### src/rtl/lpf_multi.sv
// Multi-channel hysteresis glitch filter with shared sample prescaler and per-channel rise/fall pulses.
// Optional input synchroniser (2 flops per channel) enabled by defining LPF_MULTI_SYNC_EN.
module lpf_multi #(
    parameter int unsigned CHANNELS    = 8,
    parameter int unsigned FILTER_SIZE = 4,
    parameter int unsigned ON_THRESH   = (2 ** FILTER_SIZE) - 1,
    parameter int unsigned OFF_THRESH  = 0,
    parameter int unsigned PRESCALE    = 1
) (
    input  logic                clk,
    input  logic                resetN,
    input  logic                clr,
    input  logic [CHANNELS-1:0] in,
    output logic [CHANNELS-1:0] out_filt,
    output logic [CHANNELS-1:0] rise,
    output logic [CHANNELS-1:0] fall,
    output logic                any_change
);

    localparam int unsigned MAX_CNT = (2 ** FILTER_SIZE) - 1;
    localparam int unsigned PS_W    = (PRESCALE > 1) ? $clog2(PRESCALE) : 1;

    localparam logic [FILTER_SIZE-1:0] CNT_MAX = FILTER_SIZE'(MAX_CNT);
    localparam logic [FILTER_SIZE-1:0] ON_LVL  = FILTER_SIZE'(ON_THRESH);
    localparam logic [FILTER_SIZE-1:0] OFF_LVL = FILTER_SIZE'(OFF_THRESH);
    localparam logic [PS_W-1:0]        PS_LAST = PS_W'(PRESCALE - 1);

    // Reject illegal threshold / prescale combinations at elaboration.
    if (!(OFF_THRESH < ON_THRESH && ON_THRESH <= MAX_CNT && PRESCALE >= 1)) begin : g_cfg_err
        $error("lpf_multi: illegal configuration (need OFF_THRESH < ON_THRESH <= MAX, PRESCALE >= 1)");
    end

    logic [CHANNELS-1:0] in_s;

`ifdef LPF_MULTI_SYNC_EN
    logic [CHANNELS-1:0] sync1_q, sync1_d;
    logic [CHANNELS-1:0] sync2_q, sync2_d;

    always_comb begin
        sync1_d = in;
        sync2_d = sync1_q;
    end

    // Synchroniser is cleared only by reset, not by clr.
    always_ff @(posedge clk or negedge resetN) begin
        if (!resetN) begin
            sync1_q <= '0;
            sync2_q <= '0;
        end else begin
            sync1_q <= sync1_d;
            sync2_q <= sync2_d;
        end
    end

    assign in_s = sync2_q;
`else
    assign in_s = in;
`endif

    logic [PS_W-1:0] ps_q, ps_d;
    logic            tick_c;

    assign tick_c = (ps_q == PS_LAST);

    always_comb begin
        ps_d = ps_q;
        if (clr || tick_c) begin
            ps_d = '0;
        end else begin
            ps_d = ps_q + PS_W'(1);
        end
    end

    logic [CHANNELS-1:0][FILTER_SIZE-1:0] cntr_q, cntr_d, cntr_n_c;
    logic [CHANNELS-1:0]                  state_q, state_d;
    logic [CHANNELS-1:0]                  rise_q, rise_d;
    logic [CHANNELS-1:0]                  fall_q, fall_d;
    logic                                 any_change_q, any_change_d;

    // Saturating up/down step of every counter, used only on a tick.
    always_comb begin
        cntr_n_c = cntr_q;
        for (int i = 0; i < int'(CHANNELS); i++) begin
            if (in_s[i] && (cntr_q[i] != CNT_MAX)) begin
                cntr_n_c[i] = cntr_q[i] + FILTER_SIZE'(1);
            end else if (!in_s[i] && (cntr_q[i] != '0)) begin
                cntr_n_c[i] = cntr_q[i] - FILTER_SIZE'(1);
            end
        end
    end

    // Hysteresis state update and edge pulses; clr wins over tick and suppresses pulses.
    always_comb begin
        cntr_d       = cntr_q;
        state_d      = state_q;
        rise_d       = '0;
        fall_d       = '0;
        any_change_d = 1'b0;
        if (clr) begin
            cntr_d  = '0;
            state_d = '0;
        end else if (tick_c) begin
            cntr_d = cntr_n_c;
            for (int i = 0; i < int'(CHANNELS); i++) begin
                if (!state_q[i] && (cntr_n_c[i] >= ON_LVL)) begin
                    state_d[i] = 1'b1;
                    rise_d[i]  = 1'b1;
                end else if (state_q[i] && (cntr_n_c[i] <= OFF_LVL)) begin
                    state_d[i] = 1'b0;
                    fall_d[i]  = 1'b1;
                end
            end
            any_change_d = |(rise_d | fall_d);
        end
    end

    always_ff @(posedge clk or negedge resetN) begin
        if (!resetN) begin
            ps_q         <= '0;
            cntr_q       <= '0;
            state_q      <= '0;
            rise_q       <= '0;
            fall_q       <= '0;
            any_change_q <= 1'b0;
        end else begin
            ps_q         <= ps_d;
            cntr_q       <= cntr_d;
            state_q      <= state_d;
            rise_q       <= rise_d;
            fall_q       <= fall_d;
            any_change_q <= any_change_d;
        end
    end

    assign out_filt   = state_q;
    assign rise       = rise_q;
    assign fall       = fall_q;
    assign any_change = any_change_q;

endmodule

### config.mk
export PLATFORM = sky130hd
export DESIGN_NAME = lpf_multi
export DESIGN_NICKNAME = d
export VERILOG_FILES = /design/src/rtl/lpf_multi.sv
export SDC_FILE = /design/constraint.sdc
export NUM_CORES = 1
export LEC_CHECK = 0
export ABC_AREA = 0
export CORE_MARGIN = 4
export CORE_UTILIZATION = 50
export CTS_CLUSTER_SIZE = 20
export DETAILED_ROUTE_END_ITERATION = 12
export GPL_TIMING_DRIVEN = 0
export PLACE_DENSITY = 0.83
export SETUP_SLACK_MARGIN = 0.1
export SLEW_MARGIN = 25
export SYNTH_ARGS = -nofsm -noshare
export SYNTH_HDL_FRONTEND = slang
export SYNTH_SLANG_ARGS = --single-unit
### constraint.sdc
create_clock -name clk -period 2.7 [get_ports clk]
set_input_delay 0.675 -clock clk [delete_from_list [all_inputs] [get_ports clk]]
set_output_delay 0.675 -clock clk [all_outputs]
set_load 0.03 [all_outputs]
# Word-level counts from Yosys, hierarchy flattened

Index checks and enable logic that the tools add are counted.

Word-level logic and storage cells: 237
Input bits: 11
Flip-flop bits (word level): 58

Muxes and demuxes: 99
Reductions and logical operators: 74
Bitwise operators: 2
Magnitude comparators: 16
Add/subtract/negate cells: 17
Equal/unequal tests: 9

Operator list:

| operator                                                                          | count |
|---|---|
| 1-bit 2-to-1 mux                                                                  | 75 |
| 32-bit 2-to-1 mux                                                                 | 2 |
| 4-bit 2-to-1 mux                                                                  | 16 |
| 8-bit 2-to-1 mux                                                                  | 6 |
| 4-bit by 1-bit adder with 4-bit output (second input constant)                    | 8 |
| 4-bit >= comparator (second input constant)                                       | 8 |
| 4-bit by 1-bit less-or-equal comparator with 1-bit output (second input constant) | 8 |
| 1-bit logical AND                                                                 | 32 |
| 4-bit != test (second input constant)                                             | 8 |
| 4-bit nonzero test                                                                | 8 |
| 4-bit by 1-bit subtractor with 4-bit output (second input constant)               | 8 |
| 3-bit nonzero test                                                                | 8 |
| 1-bit zero test                                                                   | 16 |
| 2-bit AND reduction                                                               | 8 |
| 8-bit bitwise OR                                                                  | 1 |
| 8-bit OR reduction                                                                | 1 |
| 2-bit != test (second input constant)                                             | 1 |
| 1-bit adder (second input constant)                                               | 1 |
| 1-bit logical OR                                                                  | 1 |
| 1-bit NOT                                                                         | 1 |

# Depth between registers and ports, before layout

Gate-level depths: netlist of the first run.

Depth after elaboration: 14
Gate-level depth with buffers: 9
Depth with buffers taken out: 9

# Worst setup path after synthesis of the first run

OpenSTA, ideal clock, no wires.

Path kind: input to register
Start point: input in[6]
End point: register any_change_q (netlist: any_change)
Stages on the path: 8
Setup time: 82 ps
Slack: 212 ps
Arrival time: 2406 ps
Data required time: 2618 ps
Cell sequence: buf_2 -> or4_1 -> o22ai_2 -> xor2_1 -> nand3_1 -> or3_1 -> and4_1 -> a31oi_1

Word-level cells in the longest chain between the ends: 14
Elaborated cells on any way between the ends: 20

Ends and longest elaborated chain:

| what                                                      | line | source |
|---|---|---|
| start: declaration                                        | 13   | `input logic [CHANNELS-1:0] in,` |
| 1-bit zero test                                           | 86   | `end else if (!in_s[i] && (cntr_q[i] != '0)) begin` |
| 1-bit logical AND                                         | 86   |  |
| 4-bit 2-to-1 mux                                          | 86   |  |
| 4-bit 2-to-1 mux (*)                                      | 84   | `if (in_s[i] && (cntr_q[i] != CNT_MAX)) begin` |
| 4-bit by 1-bit less-or-equal comparator with 1-bit output | 108  | `end else if (state_q[i] && (cntr_n_c[i] <= OFF_LVL)) begin` |
| 1-bit logical AND                                         | 108  |  |
| 1-bit 2-to-1 mux                                          | 108  |  |
| 1-bit 2-to-1 mux                                          | 105  | `if (!state_q[i] && (cntr_n_c[i] >= ON_LVL)) begin` |
| 1-bit 2-to-1 mux                                          | 102  | `end else if (tick_c) begin` |
| 1-bit 2-to-1 mux                                          | 99   | `if (clr) begin` |
| 8-bit bitwise OR (*)                                      | 113  | `any_change_d = \|(rise_d \| fall_d);` |
| 8-bit OR reduction (*)                                    | 113  |  |
| 1-bit 2-to-1 mux (*)                                      | 102  |  |
| 1-bit 2-to-1 mux (*)                                      | 99   |  |
| named net any_change_d                                    | 78   | `logic any_change_q, any_change_d;` |
| end signal: assignment                                    | 131  | `any_change_q <= any_change_d;` |
| end: declaration                                          | 78   |  |

Mark *: on every way through the listed nets, which the timed path passes. The rest lies on a longest branch. The select of a mux whose other input is x is not followed.
A chain may end at the register's enable or synchronous reset.

# Final worst setup path of the first run

Start point: input in[1]
End point: register any_change_q (netlist: any_change)

Same word-level chain as after synthesis.

==> results of run 1 <==
[per-stage QoR]
| stage | total power, W | setup WS, ps | area (um2) | hold slack [ps] |
|---|---|---|---|---|
| final | 0.00236 | 67.3 | 4810 | 231 |
| after global routing | 0.00250 | 29.8 | 4810 | 247 |
| after CTS | 0.00231 | 119 | 4690 | 233 |
| after detailed placement | 0.00162 | -410 | 4450 | 583 |
| after global placement | 0.00159 | -853 | 4430 | 569 |
| after floorplan | 0.00147 | 212 | 4000 | 379 |
[power by group through the flow]
stage          Sequential (W)  Combinational [W]  Clock, W
2_1_floorplan        0.000971           0.000498         0
3_3_place_gp         0.000978           0.000610         0
3_5_place_dp         0.000981           0.000642         0
4_1_cts              0.000966           0.000672  0.000673
5_1_grt              0.000979           0.000799  0.000721
6_report             0.000972           0.000721  0.000663
[worst min path at each step]
stage / slack, ps / end / startpoint
after floorplan: 380 / any_change$_DFF_PN0_ / resetN
after global placement: 570 / out_filt[4]$_DFFE_PN0P_ / out_filt[4]$_DFFE_PN0P_
after detailed placement: 580 / out_filt[4]$_DFFE_PN0P_ / out_filt[4]$_DFFE_PN0P_
after CTS: 230 / cntr_q[14]$_DFFE_PN0P_ / resetN
after global routing: 250 / cntr_q[14]$_DFFE_PN0P_ / resetN
final: 230 / cntr_q[14]$_DFFE_PN0P_ / resetN
[cells by family (layout without fill, tap and decap cells)]
logic type / Yosys count / after routing
muxes: 8 / 8
adders and majority gates: 16 / 16
xor gates and xnor gates: 22 / 22
DFF: 58 / 58
other: 1 / 1
buffers and inverters: 60 / 109
AOI/OAI and AO/OA: 109 / 109
and+or+nand+nor: 197 / 197
[worst max-delay path, stage by stage]
cell and delay [ps]:
clkdlybuf4s50_1 470, clkbuf_4 220, nor4_2 180, a22o_1 250, xor2_2 190, nand3_1 130
or3_1 390, and4_1 190, a31oi_4 180
[per-layer routing]
| layer | global-route usage | routed length [um] | up-vias |
|---|---|---|---|
| met2 | 0.352 | 4900 | 138 |
| met1 | 0.273 | 4120 | 1829 |
| met3 | 0.0438 | 643 | 31 |
| met5 | 0 | 0 | - |
| li1 | - | - | 1775 |
| met4 | 0.0980 | 320 | 0 |
[final cells by class]
| class | count | area share |
|---|---|---|
| multi-input cells | 353 | 0.509 |
| inverters | 26 | 0.0203 |
| repair buffers | 35 | 0.0731 |
| plain buffers | 34 | 0.0370 |
| flip-flops and latches | 58 | 0.302 |
| well taps | 102 | 0.0265 |
| clock buffers | 14 | 0.0318 |
[flip-flops by register name, indices dropped and copies added (netlist names)]
signal      cells
fall            8
cntr_q         32
rise            8
any_change      1
ps_q            1
out_filt        8
[repair_timing]
action / CTS / global route
gates resized for setup: 16 / 27
endpoints found under the setup margin: 3 / 5
setup buffers: 1 / 2
pin swaps: 2 / 3
hold buffers: 0 / 0
[layout by cell type, fill, tap and decap left out, types with 13 or more instances in the layout]
cell type,Yosys,final
a21oi_1,28,28
clkbuf_1,24,24
clkdlybuf4s50_1,0,28
dfrtp_1,58,58
ha_1,16,16
inv_1,25,25
nand2_1,23,23
nand3_1,15,15
nand4_1,16,16
nor2_1,56,56
o21ai_0,25,22
xnor2_1,15,13
==> results.ini, run 1 <==
[grt]
grt-ovfl-total = 0
grt_max_degree = 36
antenna_found_initial = 0
gr-usage-all-layers = 0.215
grt_pass1_vias = 3617
grt_pass1_wl_mm = 17.0

[route]
routedWlPerCell_um = 16.1
antenna_left = 0
wl_mm = 9.98
first_iter_violations = 249
drtPass1Iterations = 5
via_per_inst = 6.07
route.detailed.drc = 0
num_vias = 3773

[yosys]
synth_mux_area_frac = 0.0200
synth_area_leader_cell = dfrtp_1
synthCells = 471
synth_ff_type = dfrtp_1
synth_top_family_by_area = simple AND/OR/NAND/NOR gates
yosys.cell_types.count = 64
ys_ff_latch = 58
synthTopCellsByCount = dfrtp_1, nor2_1, a21oi_1, inv_1, o21ai_0
yosys.area_share.simple = 0.273
synth_most_common_cell = dfrtp_1
yosys_warnings = 0
synth_top_cell_area_share = 0.363
yosys-top-cells-area = dfrtp_1, nor2_1, ha_1, a21oi_1, xnor2_1
async_reset_ff_frac = 1.00
ys_seq_area_frac = 0.363
netlist_area_um2 = 4000
syn-mean-instance-area_um2 = 8.48
synthXorXnorAreaFrac = 0.0482
synth_compound_area_frac = 0.179
syn-num-nets = 498
synth-edff-count = 0
synthAdderAreaFrac = 0.0501

[final_layout]
drive_gt1_frac = 0.115
final.fill_count = 632
area.growth.synth_to_final_pct = 20.3
antenna_cells = 0
layout.cells.non_filler = 622
utilization = 0.619
final_nets = 544
seq_area_um2 = 1450
multi_input_area_um2 = 2450

[timing]
setup-tns-final_ps = 0
clock.fmax_ghz = 0.380
report.final.slew_viol_count = 0
worstMarginPinSlew_ps = 864
final.setup_skew_ps = 6.23
setup_violations = 0
final.min_clock_period_ps = 2630
relSlewSlack = 0.424
hold_viol_final = 0
period_share = 0.975
rsz0062_at_grt = true

[setup_path]
worstPathArrival_ps = 2890
critPathRequiredTime_ps = 2960
endpoint = any_change$_DFF_PN0_
r2r_end = any_change$_DFF_PN0_
reg2reg_depth = 9
startpoint = in[1]
worstPathMaxFanout = 10
r2r_start = cntr_q[12]$_DFFE_PN0P_
startpoint_type = input port
path_class = in2reg
end_kind = register
r2r_slack_ps = 260

[placed_design]
portBuffers = 31
dp.cells = 605
place_congestion = 0.924
hpwlAfterDp_mm = 6.76

[power_and_ir_drop]
p_switching_w = 0.000787
swShare = 0.334
p_leak_nw = 2.04
ir_drop_mv = 0.247
powerDensity_nw_per_um2 = 490
seqPwrFrac = 0.412
clkPwrFrac = 0.282
power.internal_w = 0.00157
pwr-share-comb = 0.306

[cts]
cts_buffers = 9
cts.clk_slew.worst_paths_ps = 60
root_buffer = clkbuf_8
clock_latency_ps = 340
htree_levels = 3
cts_tree = built
cts_sinks = 58
clock_path_buffers = 2

[outcome]
outcome = completed

[run]
drv_cap = 0

[die]
fp.dieH_um = 97.4
rows = 32
initial_core_util = 0.514
ios = 36
die_area_um2 = 9480
fp.coreArea_um2 = 7770
fp.dieW_um = 97.4

[hold_path]
min_path_type = in2async

Power figures use the tool's default switching activity.
==> run 2: changes to the inputs <==
--- a/config.mk
+++ b/config.mk
@@ -12,7 +12,6 @@
 export DETAILED_ROUTE_END_ITERATION = 12
 export GPL_TIMING_DRIVEN = 0
 export PLACE_DENSITY = 0.83
-export SETUP_SLACK_MARGIN = 0.1
 export SLEW_MARGIN = 25
 export SYNTH_ARGS = -nofsm -noshare
 export SYNTH_HDL_FRONTEND = slang
==> results.ini, run 2 (same netlist as run 1, synthesis figures left out) <==
[timing]
final.min_clock_period_ps = 2660
hold_viol_final = 0
setup-tns-final_ps = 0
final.setup_skew_ps = 6.93
relSlewSlack = 0.429
setup_violations = 0
period_share = 0.984
worstMarginPinSlew_ps = 857
report.final.slew_viol_count = 0
clock.fmax_ghz = 0.377

[outcome]
outcome = completed

[final_layout]
drive_gt1_frac = 0.0928
final_common_cell = dfrtp_1
largest_reg_flops = 32
final.fill_count = 659
antenna_cells = 0
area.growth.synth_to_final_pct = 17.4
regMostFlops = cntr_q
final_cell_mix = dfrtp_1, nor2_1, clkdlybuf4s50_1
utilization = 0.604
final_nets = 541

[grt]
grt_pass1_wl_mm = 16.5
grt_max_degree = 36
grt-ovfl-total = 0
grt_pass1_vias = 3570
antenna_found_initial = 0
gr-usage-all-layers = 0.209

[setup_path]
crit_path_max_incr_delay_ps = 470
path_class = in2reg
reg2reg_depth = 8
r2r_slack_ps = 180
worstPathCellList = clkdlybuf4s50_1, clkbuf_2, nor4_2, a22o_1, xor2_2, nand3_1, or3_1, and4_1, a31oi_2
critPathRequiredTime_ps = 2950
worstPathArrival_ps = 2910
startpoint_type = input port
worstPathMaxFanout = 10
r2r_start = cntr_q[10]$_DFFE_PN0P_
r2r_end = any_change$_DFF_PN0_
end_kind = register
cp_slowest_cell = clkdlybuf4s50_1

[route]
drtPass1Iterations = 7
antenna_left = 0
routedWlPerCell_um = 15.8
wl_mm = 9.79
route.detailed.drc = 0
first_iter_violations = 258
num_vias = 3739
via_per_inst = 6.04

[power_and_ir_drop]
p_leak_nw = 1.98
clkPwrFrac = 0.287
swShare = 0.332
p_switching_w = 0.000771
power.internal_w = 0.00155
powerDensity_nw_per_um2 = 495
seqPwrFrac = 0.418
power_w = 0.00232
pwr-share-comb = 0.295
ir_drop_mv = 0.243

[die]
fp.dieH_um = 97.4
initial_core_util = 0.514
die_area_um2 = 9480
fp.dieW_um = 97.4
fp.coreArea_um2 = 7770
rows = 32
ios = 36

[cts]
cts.clk_slew.worst_paths_ps = 60
postCtsSetupRepairBufs = 0
htree_levels = 3
clock_latency_ps = 340
root_buffer = clkbuf_8
cts_sinks = 58
clock_path_buffers = 2
cts_buffers = 9
cts_tree = built
ctsHoldBuffers = 0

[placed_design]
portBuffers = 31
hpwlAfterDp_mm = 6.76
place_congestion = 0.924

[hold_path]
min_path_type = in2async

[run]
drv_cap = 0

run 2: changes by cell type in the layout (fill, tap and decap cells not counted), moves of 2 or more:
| cell | delta |
|---|---|
| clkbuf_4 | -2 |
| o21ai_0 | +2 |
| nor4b_4 | -2 |
| buf_4 | -4 |
| or4_4 | -2 |
| clkbuf_2 | +3 |
| or4_1 | +2 |
| nor4b_2 | +2 |
| o22ai_1 | +2 |
run 2: area by class of cell:
| type | instances | area (um2) | share of cell area |
|---|---|---|---|
| multi-input cells | 353 | 2360 | 0.503 |
| flip-flops and latches | 58 | 1450 | 0.310 |
| repair buffers | 32 | 330 | 0.0705 |
| plain buffers | 34 | 170 | 0.0363 |
| clock buffers | 14 | 153 | 0.0326 |
| well taps | 102 | 128 | 0.0272 |
| inverters | 26 | 97.6 | 0.0208 |
run 2: worst max-delay path by stage:
stage | start | end
after CTS | in[3] | out_filt[3]$_DFFE_PN0P_
after detailed placement | in[2] | any_change$_DFF_PN0_
after global placement | resetN | cntr_q[1]$_DFFE_PN0P_
after floorplan | in[6] | any_change$_DFF_PN0_
final | in[1] | any_change$_DFF_PN0_
after global routing | in[3] | out_filt[3]$_DFFE_PN0P_
run 2: routing by layer:
metal,up-vias,part of all wire,global-route usage,routed length (um)
met4,0,0.031,0.0916,306
met3,31,0.059,0.0424,581
met5,-,0,0,0
met2,138,0.49,0.345,4780
li1,1772,-,-,-
met1,1798,0.42,0.266,4120
run 2: per-stage QoR:
step / setup WS (ps) / hold WS [ps] / instance area [um2] / std cells
floorplan: 212 / 379 / 4000 / 471
global placement: -853 / 569 / 4430 / 604
detailed placement: -410 / 583 / 4450 / 605
CTS: 20.5 / 233 / 4620 / 619
global route: -22.7 / 243 / 4690 / 619
finish: 44.5 / 230 / 4690 / 619
run 2: worst max-delay path, delay by kind of cell:
family	cells	cell delay, ps
AO/OA/AOI/OAI	2	450
XOR/XNOR	1	190
buffers and inverters	2	690
AND/OR/NAND/NOR	4	890
run 2: power groups by stage:
| stage | Clock [W] | Combinational (W) | Sequential, W |
|---|---|---|---|
| finish | 0.000667 | 0.000684 | 0.000970 |
| global route | 0.000722 | 0.000766 | 0.000977 |
| CTS | 0.000673 | 0.000655 | 0.000966 |
| detailed placement | 0 | 0.000642 | 0.000981 |
| global placement | 0 | 0.000610 | 0.000978 |
| floorplan | 0 | 0.000498 | 0.000971 |
run 2: what timing repair did:
item | CTS | global route
gates resized for setup | 5 | 16
endpoints found under the setup margin | 2 | 3
pin swaps | 0 | 1
==> run 3: changes to the inputs <==
--- a/config.mk
+++ b/config.mk
@@ -6,13 +6,12 @@
 export NUM_CORES = 1
 export LEC_CHECK = 0
 export ABC_AREA = 0
-export CORE_MARGIN = 4
 export CORE_UTILIZATION = 50
 export CTS_CLUSTER_SIZE = 20
 export DETAILED_ROUTE_END_ITERATION = 12
 export GPL_TIMING_DRIVEN = 0
 export PLACE_DENSITY = 0.83
-export SLEW_MARGIN = 25
+export SLEW_MARGIN = 20
 export SYNTH_ARGS = -nofsm -noshare
 export SYNTH_HDL_FRONTEND = slang
 export SYNTH_SLANG_ARGS = --single-unit
==> constraint.sdc (replaced) <==
create_clock -name clk -period 2.7 [get_ports clk]
set_input_delay 0.675 -clock clk [delete_from_list [all_inputs] [get_ports clk]]
set_output_delay 0.675 -clock clk [all_outputs]
set_load 0.1 [all_outputs]
==> results.ini, run 3 (same netlist as run 1, synthesis figures left out) <==
[outcome]
outcome = completed

[die]
fp.dieW_um = 91.4
die_area_um2 = 8350
fp.coreArea_um2 = 7730
rows = 32
initial_core_util = 0.517
fp.dieH_um = 91.4
ios = 36

[route]
num_vias = 3735
routedWlPerCell_um = 15.7
first_iter_violations = 247
via_per_inst = 6.03
antenna_left = 0
wl_mm = 9.69
route.detailed.drc = 0
drtPass1Iterations = 5

[cts]
cts_sinks = 58
clock_latency_ps = 340
clock_path_buffers = 2
root_buffer = clkbuf_8
cts_buffers = 9
cts.clk_slew.worst_paths_ps = 70
htree_levels = 3
cts_tree = built
ctsHoldBuffers = 0

[placed_design]
hpwlAfterDp_mm = 6.72
placed_area_um2 = 4460
place_congestion = 0.852
portBuffers = 31

[grt]
gr-usage-all-layers = 0.240
grt_max_degree = 59
grt_pass1_wl_mm = 15.9
antenna_found_initial = 0
grt_pass1_vias = 3388
grt-ovfl-total = 0

[final_layout]
antenna_cells = 0
largest_reg_flops = 32
final_cell_mix = dfrtp_1, nor2_1, clkdlybuf4s50_1
design_area_um2 = 4720
final.fill_count = 641
final_common_cell = dfrtp_1
regMostFlops = cntr_q
area.growth.synth_to_final_pct = 18.2
utilization = 0.611
drive_gt1_frac = 0.0870
final_nets = 541

[setup_path]
r2r_start = cntr_q[12]$_DFFE_PN0P_
worstPathArrival_ps = 2890
critPathMostFrequentCell = or4_4
worstPathCellList = clkdlybuf4s50_1, buf_6, or4_4, o22ai_2, xnor2_1, or4_4, and4_4, a31oi_1
critPathRequiredTime_ps = 2960
worstPathMaxFanout = 10
cp_slowest_cell = or4_4
crit_family = simple AND/OR/NAND/NOR gates
startpoint = in[0]
r2r_slack_ps = 150
startpoint_type = input port
reg2reg_depth = 9
path_buf_inv = 2
crit_path_max_incr_delay_ps = 520
r2r_end = out_filt[3]$_DFFE_PN0P_
path_class = in2reg
end_kind = register

[power_and_ir_drop]
seqPwrFrac = 0.383
power.internal_w = 0.00173
p_switching_w = 0.000796
swShare = 0.315
p_leak_nw = 2.00
powerDensity_nw_per_um2 = 535
pwr-share-comb = 0.273
clkPwrFrac = 0.345
power_w = 0.00253
ir_drop_mv = 0.302

[timing]
setup_violations = 0
hold_viol_final = 0
final.setup_skew_ps = 7.42
rsz0062_at_grt = true
period_share = 0.976
worstMarginPinSlew_ps = 974
report.final.slew_viol_count = 0
clock.fmax_ghz = 0.379
final.min_clock_period_ps = 2640
setup-tns-final_ps = 0
relSlewSlack = 0.349

[hold_path]
min_path_type = in2async

[run]
drv_cap = 0

[run 3: cell types whose count changed in the layout (fill, tap and decap cells not counted), moves of 2 or more]
cell       delta
bufinv_16     +2
clkbuf_2      -2
o22ai_2       +2
clkbuf_1      -2
[run 3: routing by layer]
| layer | up-vias | global-route usage | wire length [um] |
|---|---|---|---|
| li1 | 1773 | - | - |
| met1 | 1823 | 0.314 | 4240 |
| met2 | 120 | 0.399 | 4790 |
| met3 | 19 | 0.0310 | 487 |
| met4 | 0 | 0.0966 | 171 |
| met5 | - | 0 | 0 |
[run 3: power groups by stage]
stage	clock network [W]	logic, W	registers, W
2_1_floorplan	0	0.000499	0.000980
4_1_cts	0.000883	0.000665	0.000965
5_1_grt	0.000924	0.000759	0.000974
6_report	0.000871	0.000690	0.000968
3_3_place_gp	0	0.000621	0.000978
3_5_place_dp	0	0.000658	0.000981
[run 3: what timing repair did]
action	4_1_cts	5_1_grt
pin swaps	0	0
endpoints found under the setup margin	1	4
setup buffers	0	0
resized for setup	1	16
[run 3: area by class of cell]
cell class	instances	area [um2]	area share
well taps	102	128	0.0270
inverters	26	97.6	0.0207
plain buffers	34	171	0.0363
clock buffers	11	141	0.0299
flip-flops and latches	58	1450	0.307
multi-input cells	353	2330	0.494
clock inverters	3	65.1	0.0138
repair buffers	32	335	0.0710
[run 3: worst max path at each step]
stage / cells after the start / end / slack (ps)
after floorplan: 8 / any_change$_DFF_PN0_ / 210
after detailed placement: 9 / out_filt[3]$_DFFE_PN0P_ / -370
after global routing: 9 / any_change$_DFF_PN0_ / -3
after global placement: 1 / cntr_q[1]$_DFFE_PN0P_ / -870
final: 8 / any_change$_DFF_PN0_ / 60
after CTS: 9 / out_filt[3]$_DFFE_PN0P_ / 8
[run 3: per-stage QoR]
stage                     std cells  worst slack (ps)  hold slack (ps)
final                           619              64.2              316
after CTS                       619              8.09              330
after detailed placement        605              -375              564
after floorplan                 471               211              379
after global placement          604              -867              570
after global routing            619             -2.65              350
